[config.mk]
export PLATFORM = sky130hd
export DESIGN_NAME = bank_htu_victim_alloc
export DESIGN_NICKNAME = d
export VERILOG_FILES = /design/src/rtl/bank_htu_pkg.sv /design/src/rtl/bank_htu_victim_pick.sv /design/src/rtl/bank_htu_victim_alloc.sv
export SDC_FILE = /design/constraint.sdc
export NUM_CORES = 1
export LEC_CHECK = 0
export CAP_MARGIN = 15
export CORE_MARGIN = 2
export CORE_UTILIZATION = 50
export CTS_CLUSTER_DIAMETER = 50
export DETAILED_ROUTE_END_ITERATION = 10
export PLACE_DENSITY = 0.88
export SYNTH_ARGS = -nofsm -noshare
export SYNTH_HDL_FRONTEND = slang
export SYNTH_SLANG_ARGS = --single-unit
[constraint.sdc]
create_clock -name clk_i -period 43.4 [get_ports clk_i]
set_input_delay 6.51 -clock clk_i [delete_from_list [all_inputs] [get_ports clk_i]]
set_output_delay 6.51 -clock clk_i [all_outputs]
set_load 0.01 [all_outputs]
[src/rtl/bank_htu_pkg.sv]
// Shared constants and FSM encoding for the bank HTU miss-allocation path.
package bank_htu_pkg;

  localparam int HTU_WAYS  = 8;
  localparam int HTU_SET_W = 6;
  localparam int HTU_TAG_W = 20;

  typedef enum logic [2:0] {
    ST_IDLE   = 3'd0,
    ST_SELECT = 3'd1,
    ST_EVICT  = 3'd2,
    ST_REFILL = 3'd3,
    ST_WAIT   = 3'd4,
    ST_UPDATE = 3'd5
  } htu_state_e;

endpackage

[src/rtl/bank_htu_victim_pick.sv]
// Combinational victim choice: unlocked invalid way first, then unlocked PLRU way,
// then lowest unlocked way; fail when every way is locked.
module bank_htu_victim_pick
  import bank_htu_pkg::*;
#(
  parameter int WAYS = HTU_WAYS
) (
  input  logic [WAYS-1:0] valid_i,
  input  logic [WAYS-1:0] oldest_i,
  input  logic [WAYS-1:0] lock_i,
  output logic [WAYS-1:0] victim_o,
  output logic            fail_o
);

  logic [WAYS-1:0] w_open;
  logic [WAYS-1:0] w_free;
  logic [WAYS-1:0] w_old;

  function automatic logic [WAYS-1:0] lowest_one(input logic [WAYS-1:0] m);
    lowest_one = '0;
    for (int i = WAYS - 1; i >= 0; i--) begin
      if (m[i]) begin
        lowest_one    = '0;
        lowest_one[i] = 1'b1;
      end
    end
  endfunction

  assign w_open = ~lock_i;
  assign w_free = ~valid_i & w_open;
  assign w_old  = oldest_i & w_open;

  // A malformed (multi-hot or empty) PLRU mask collapses to a single way here.
  always_comb begin
    victim_o = '0;
    fail_o   = 1'b0;
    if (~|w_open)
      fail_o = 1'b1;
    else if (|w_free)
      victim_o = lowest_one(w_free);
    else if (|w_old)
      victim_o = lowest_one(w_old);
    else
      victim_o = lowest_one(w_open);
  end

endmodule

[src/rtl/bank_htu_victim_alloc.sv]
// Miss-allocation controller: victim pick, dirty eviction, refill, PLRU access pulse.
// Optional way locking is compiled in with `define BANK_HTU_WAY_LOCK_EN.
module bank_htu_victim_alloc
  import bank_htu_pkg::*;
#(
  parameter int WAYS  = HTU_WAYS,
  parameter int SET_W = HTU_SET_W,
  parameter int TAG_W = HTU_TAG_W
) (
  input  logic                  clk_i,
  input  logic                  rst_i,
  input  logic                  miss_valid_i,
  output logic                  miss_ready_o,
  input  logic [SET_W-1:0]      miss_set_i,
  input  logic [TAG_W-1:0]      miss_tag_i,
  input  logic [WAYS-1:0]       way_valid_array_i,
  input  logic [WAYS-1:0]       way_dirty_array_i,
  input  logic [WAYS*TAG_W-1:0] way_tag_flat_i,
  input  logic [WAYS-1:0]       oldest_way_array_i,
`ifdef BANK_HTU_WAY_LOCK_EN
  input  logic [WAYS-1:0]       way_lock_array_i,
  output logic                  alloc_fail_o,
`endif
  output logic                  evict_valid_o,
  input  logic                  evict_ready_i,
  output logic [SET_W-1:0]      evict_set_o,
  output logic [TAG_W-1:0]      evict_tag_o,
  output logic                  refill_req_valid_o,
  input  logic                  refill_req_ready_i,
  output logic [SET_W-1:0]      refill_set_o,
  output logic [TAG_W-1:0]      refill_tag_o,
  input  logic                  refill_done_i,
  output logic [WAYS-1:0]       alloc_way_array_o,
  output logic [WAYS-1:0]       alloc_access_array_o,
  output logic                  alloc_done_o
);

  htu_state_e r_state, w_state_nxt;

  logic [SET_W-1:0]      r_set;
  logic [TAG_W-1:0]      r_tag;
  logic [WAYS-1:0]       r_valid;
  logic [WAYS-1:0]       r_dirty;
  logic [WAYS*TAG_W-1:0] r_tag_flat;
  logic [WAYS-1:0]       r_victim;
  logic [TAG_W-1:0]      r_victim_tag;

  logic [WAYS-1:0]       w_lock;
  logic [WAYS-1:0]       w_victim;
  logic                  w_fail;
  logic                  w_victim_dirty;
  logic [TAG_W-1:0]      w_victim_tag;

`ifdef BANK_HTU_WAY_LOCK_EN
  assign w_lock       = way_lock_array_i;
  assign alloc_fail_o = (r_state == ST_SELECT) && w_fail;
`else
  assign w_lock = '0;
`endif

  bank_htu_victim_pick #(.WAYS(WAYS)) u_pick (
    .valid_i  (r_valid),
    .oldest_i (oldest_way_array_i),
    .lock_i   (w_lock),
    .victim_o (w_victim),
    .fail_o   (w_fail)
  );

  // Only a line that is both valid and dirty needs writing back.
  assign w_victim_dirty = |(w_victim & r_valid & r_dirty);

  always_comb begin
    w_victim_tag = '0;
    for (int w = 0; w < WAYS; w++) begin
      if (w_victim[w]) w_victim_tag = w_victim_tag | r_tag_flat[w*TAG_W +: TAG_W];
    end
  end

  always_ff @(posedge clk_i) begin
    if (rst_i) r_state <= ST_IDLE;
    else       r_state <= w_state_nxt;
  end

  always_ff @(posedge clk_i) begin
    if (r_state == ST_IDLE && miss_valid_i) begin
      r_set      <= miss_set_i;
      r_tag      <= miss_tag_i;
      r_valid    <= way_valid_array_i;
      r_dirty    <= way_dirty_array_i;
      r_tag_flat <= way_tag_flat_i;
    end
    if (r_state == ST_SELECT) begin
      r_victim     <= w_victim;
      r_victim_tag <= w_victim_tag;
    end
  end

  always_comb begin
    w_state_nxt          = r_state;
    miss_ready_o         = 1'b0;
    evict_valid_o        = 1'b0;
    refill_req_valid_o   = 1'b0;
    alloc_way_array_o    = '0;
    alloc_access_array_o = '0;
    alloc_done_o         = 1'b0;
    unique case (r_state)
      ST_IDLE: begin
        miss_ready_o = 1'b1;
        if (miss_valid_i) w_state_nxt = ST_SELECT;
      end
      ST_SELECT: begin
        alloc_way_array_o = w_victim;
        if (w_fail)              w_state_nxt = ST_IDLE;
        else if (w_victim_dirty) w_state_nxt = ST_EVICT;
        else                     w_state_nxt = ST_REFILL;
      end
      ST_EVICT: begin
        alloc_way_array_o = r_victim;
        evict_valid_o     = 1'b1;
        if (evict_ready_i) w_state_nxt = ST_REFILL;
      end
      ST_REFILL: begin
        alloc_way_array_o  = r_victim;
        refill_req_valid_o = 1'b1;
        if (refill_req_ready_i) w_state_nxt = ST_WAIT;
      end
      ST_WAIT: begin
        alloc_way_array_o = r_victim;
        if (refill_done_i) w_state_nxt = ST_UPDATE;
      end
      ST_UPDATE: begin
        alloc_way_array_o    = r_victim;
        alloc_access_array_o = r_victim;
        alloc_done_o         = 1'b1;
        w_state_nxt          = ST_IDLE;
      end
      default: w_state_nxt = ST_IDLE;
    endcase
  end

  // Address fields are gated so they read zero whenever the request is idle.
  assign evict_set_o  = evict_valid_o      ? r_set        : '0;
  assign evict_tag_o  = evict_valid_o      ? r_victim_tag : '0;
  assign refill_set_o = refill_req_valid_o ? r_set        : '0;
  assign refill_tag_o = refill_req_valid_o ? r_tag        : '0;

endmodule

# ---- Word-level counts from Yosys, hierarchy flattened
# Index checks and enable logic that the tools add are counted.
dict set report op_classes {
  add_sub_neg 0
  multipliers 0
  div 0
  magnitude_cmp 0
  n_eq_ne 9
  shift 0
  mux 42
  bitwise_logic 10
  n_reduce_logical 7
}
# op count
set ops {}
lappend ops {{$mux 20} 10}
lappend ops {{$mux 8} 19}
lappend ops {{$or 20x20->20} 7}
lappend ops {{$reduce_or 8->1} 3}
lappend ops {{$and 8x8->8} 2}
lappend ops {{$pmux 8 s2} 1}
lappend ops {{$pmux 3 s5} 1}
lappend ops {{$mux 3} 4}
lappend ops {{$mux 6} 2}
lappend ops {{$ne 2x2->1 const B} 4}
lappend ops {{$not 8->8} 1}
lappend ops {{$eq 3x2->1 const B} 2}
lappend ops {{$eq 3x3->1 const B} 2}
lappend ops {{$mux 1} 5}
lappend ops {{$reduce_and 4->1} 1}
lappend ops {{$reduce_or 4->1} 1}
lappend ops {{$eq 3x1->1 const B} 1}
lappend ops {{$logic_not 3->1} 1}
lappend ops {{$logic_and 1x1->1} 1}
dict set report word_totals {
  reg_bits 233
  latch_bits 0
  ramBits 0
  mem_bits_ro 0
  in_bits 216
  wordCells 76
  mem_count 0
}

# ---- Longest topological paths before layout
dict set report logic_depth {
  word_depth 25
  mapped_depth 8
  depth_no_buf 5
}

# ---- By module
# From an unflattened synthesis, not the netlist that was laid out.
dict set report hier_totals {
  hier_cells 551
  hier_area_um2 9011.1
}
# module n_inst cells_per_inst area_each_um2 seq_area_each_um2
set by_module_without_submodules {}
lappend by_module_without_submodules {bank_htu_victim_alloc 1 486 8598.2 6966.7}
lappend by_module_without_submodules {bank_htu_victim_pick 1 65 412.9 0.0}

# ---- Worst setup path after synthesis
# OpenSTA, ideal clock, no wires.
dict set report synth_path {
  kind {input-to-reg}
  startpoint {input port miss_valid_i}
  endpoint {register r_dirty[0], enable pin}
  setup_time_ns 1.328
  arrival_time_ns 26.713
  required_time_ns 42.072
  setup_slack_ns 15.359
  cell_stages 1
  path_cell_list {nor4b_1}
}
dict set report synth_via {
  elab_chain_len 1
}
# item line_no
set synth_lines {}
lappend synth_lines {{from (decl)} bank_htu_victim_alloc.sv:12} ;# input logic miss_valid_i,
lappend synth_lines {{$logic_and 1x1->1} bank_htu_victim_alloc.sv:85} ;# if (r_state == ST_IDLE && miss_valid_i) begin
lappend synth_lines {{to (signal assigned)} bank_htu_victim_alloc.sv:89} ;# r_dirty <= way_dirty_array_i;
lappend synth_lines {{to (decl)} bank_htu_victim_alloc.sv:43} ;# logic [WAYS-1:0] r_dirty;
# No other way between the ends.
# A chain may end at the register's enable or synchronous reset.

# ---- Worst setup path after layout
dict set report layout_path {
  startpoint {input port oldest_way_array_i[1]}
  endpoint {output port alloc_way_array_o[3]}
}
dict set report layout_via {
  elab_chain_len 5
}
# item line_no
set layout_lines {}
lappend layout_lines {{from (decl)} bank_htu_victim_alloc.sv:19} ;# input logic [WAYS-1:0] oldest_way_array_i,
lappend layout_lines {{$mux 8 (2 in a row)} bank_htu_victim_pick.sv:22} ;# if (m[i]) begin
lappend layout_lines {{$mux 8 *} bank_htu_victim_pick.sv:41} ;# else if (|w_old)
lappend layout_lines {{$mux 8 *} bank_htu_victim_pick.sv:39} ;# else if (|w_free)
lappend layout_lines {{$pmux 8 s2 *} bank_htu_victim_alloc.sv:106} ;# unique case (r_state)
lappend layout_lines {{to (decl)} bank_htu_victim_alloc.sv:33} ;# output logic [WAYS-1:0] alloc_way_array_o,
# Mark *: on every way between the ends. The rest lies on a longest branch, timed or not.

==> out/qor.txt <==
CP Depth -> 9
Post-DRT Antenna Nets -> 0
Clk slew on worst S/H paths -> 0.06 ns
Routing usage on met1 -> 33.5%
GR peak layer -> met2
Delay-heaviest family, CP -> buffers and inverters
Cells on worst reg2reg path -> 6
Crit path DAT -> 9.36 ns
Critical path class -> in2out
Full die area -> 20300 um2
First-pass GRT wire length -> 40.4 mm
Multi-input gate area -> 2290 um2
Initial antenna violation count -> 2
Core area -> 18800 um2
DR vias/cell -> 5.96
Worst endpoint required time -> 36.89 ns
Clock latency on the worst-skew pair -> 0.51 ns
Fmax achieved -> 0.0630 GHz
Number of remaining DRC errors -> 0
# port buffers -> 287
Yosys cell types -> 48
Worst path max stage delay -> 0.59 ns
Overflow after GRT -> 0
CP Capture Type -> output pin
Layout cells sized above 1 -> 6.76%
Outcome -> finished clean
Worst setup SP type -> input port
Async S/R FF share, synth -> 0%
Worst r2r src -> r_valid[0]$_DFFE_PP_
Max VDD drop -> 35.0 uV
Pwr dens -> 50.2 nW/um2
Routed len/inst -> 22.9 um
DP HPWL -> 18.9 mm
Vias -> 7224
Placer Congestion -> 0.909
1st-pass router iterations -> 6
Synth Area per Inst -> 14.0 um2
Overall die width -> 143 um
Pin count of the biggest net entering global routing -> 91
YS warnings -> 0
Tightest Pin Transition -> 1.18 ns
Global-route met3 utilization -> 4.53%
Hold crit path type -> reg2reg
Initial core utilization -> 51.2%
Tot GR Track Use -> 26.5%
Vias in the first global route -> 7144
Crit path max-delay cell type -> nor4b_1
R2R Path End -> r_victim_tag[15]$_DFFE_PN_
Initial drt markers -> 752
# setup viols final -> 0
Reg-to-reg setup timing slack -> 40.04 ns
CTS max path bufs -> 3
# nets final -> 1178
# rows -> 50
Overall routed net length -> 27.7 mm
Seq/Total Area, Yosys -> 72.5%
Setup bufs post-CTS -> 0
Leakage power -> 4.70 nW
FF+latch count, synth -> 233
Met2 usage -> 45.4%
WHS Endpoint -> r_victim_tag[10]$_DFFE_PN_
Mapped Area -> 9610 um2
Post-CTS sizing -> 0
Max Slew Vio Count -> 0
Syn_nets -> 901
I/O pin total -> 288
Storage element area -> 6970 um2
Fill cells -> 1250
CTS Hold Bufs -> 0
Root Buffer -> clkbuf_16
EDFF count, synth -> 230
Max FO, Critical Path -> 27
Worst rel slew slack -> 21.3%
TNS Setup -> 0 ns
Final min period -> 15.87 ns
Hold slack -> 0.535 ns
Final Hold Viols -> 0
Hold Path Stages -> 2
Most frequent cells in the layout -> clkdlybuf4s50_1 (287), edfxtp_1 (230), nand2_1 (76)
H-tree levels -> 1
Top_reg_cell synth -> edfxtp_1
Commonest non-fill, non-tap cell in the layout -> clkdlybuf4s50_1
P&R area growth vs syn -> 39.3%
Unrepaired setup endpoints after global routing -> false
Fin crit share -> 36.6%
Total CTS buffers -> 25
Maxcap violations -> 0
CP cell instances -> clkdlybuf4s50_1 > buf_4 > nor4b_1 > nand4_1 > nand2_1 > buf_4 > a22oi_1 > o21ai_0 > clkdlybuf4s50_1
TritonCTS clock tree -> done
Chip height -> 143 um
Worst Clk Skew -> 0.0155 ns
Hold Crit Start -> r_tag_flat[10]$_DFFE_PP_
Syn Inst Count -> 685
Clock Sink Count -> 233
Crit path buf inv count -> 4
[flip-flops by register name, summed over array words and instances (netlist names)]
register,cells
r_victim,8
r_dirty,8
r_tag_flat,160
r_set,6
r_state,3
r_tag,20
r_victim_tag,20
r_valid,8
[stage by stage]
stage          setup WS, ns  total power [mW]  cells  util (%)  cell area, um2
6_report              27.53             0.672   1212      71.3           13400
5_1_grt               27.31             0.698   1212      71.3           13400
4_1_cts               27.43             0.670   1206      71.0           13300
3_5_place_dp          27.45             0.479   1165      67.1           12600
3_3_place_gp          27.57             0.471   1165      67.1           12600
2_1_floorplan         15.36             0.438    685         -            9610
[kinds of logic after synthesis]
logic type	synth area share, %
compound gates	10.5
buf+inv	3.89
flops	72.5
simple gates	12.9
mux	0.234
[tightest hold or removal path, delay by kind of cell, from the launching register on]
kind          cells  cell delay, ns
simple gates      2            0.12
flops             1            0.32
[cell usage after synthesis, types with 2 or more instances]
cell type / count / area (um2)
edfxtp_1: 230 / 6910
nand2_1: 76 / 285
and3_1: 61 / 382
nand3_1: 42 / 210
a221oi_1: 39 / 342
nor2_1: 29 / 109
clkbuf_1: 26 / 97.6
o21ai_0: 26 / 130
a22oi_1: 25 / 188
inv_1: 25 / 93.8
o22ai_1: 20 / 125
buf_2: 14 / 70.1
buf_6: 9 / 101
nor2b_1: 7 / 43.8
and2_1: 5 / 31.3
a21oi_1: 3 / 15.0
a31oi_1: 3 / 18.8
dfxtp_1: 3 / 60.1
nor4_1: 3 / 18.8
nor4b_1: 3 / 26.3
a21boi_0: 2 / 15.0
a21oi_2: 2 / 17.5
a32oi_1: 2 / 17.5
a41oi_2: 2 / 32.5
nand4_1: 2 / 12.5
nand4b_1: 2 / 17.5
nor3_1: 2 / 10.0
nor3b_1: 2 / 15.0
[routing by layer]
layer / wire [um] / vias to the layer above
met5: 0 / -
met4: 1250 / 0
met3: 2270 / 97
met2: 14200 / 494
met1: 10000 / 3422
li1: - / 3211
[worst max-delay path by stage]
stage | startpoint | end
after floorplan | miss_valid_i | r_dirty[0]$_DFFE_PP_
after global placement | oldest_way_array_i[1] | alloc_way_array_o[6]
after detailed placement | oldest_way_array_i[1] | alloc_way_array_o[6]
after CTS | oldest_way_array_i[1] | alloc_way_array_o[6]
after global routing | oldest_way_array_i[1] | alloc_way_array_o[3]
final | oldest_way_array_i[1] | alloc_way_array_o[3]
[area by class of cell]
cell class	count	area share, %
Antenna cell	2	0.0374
Clock buffer	30	4.81
Clock inverter	11	0.626
Inverter	25	0.701
Multi-Input combinational cell	376	17.1
Sequential cell	233	52.0
Tap cell	234	2.19
Timing Repair Buffer	301	22.5
[where the power goes]
group,internal (mW),switching [mW],total [mW]
Combinational,0.0602,0.0844,0.145
Sequential,0.313,0.0228,0.335
Clock,0.111,0.0817,0.192
(Power assumes the default switching activity.)
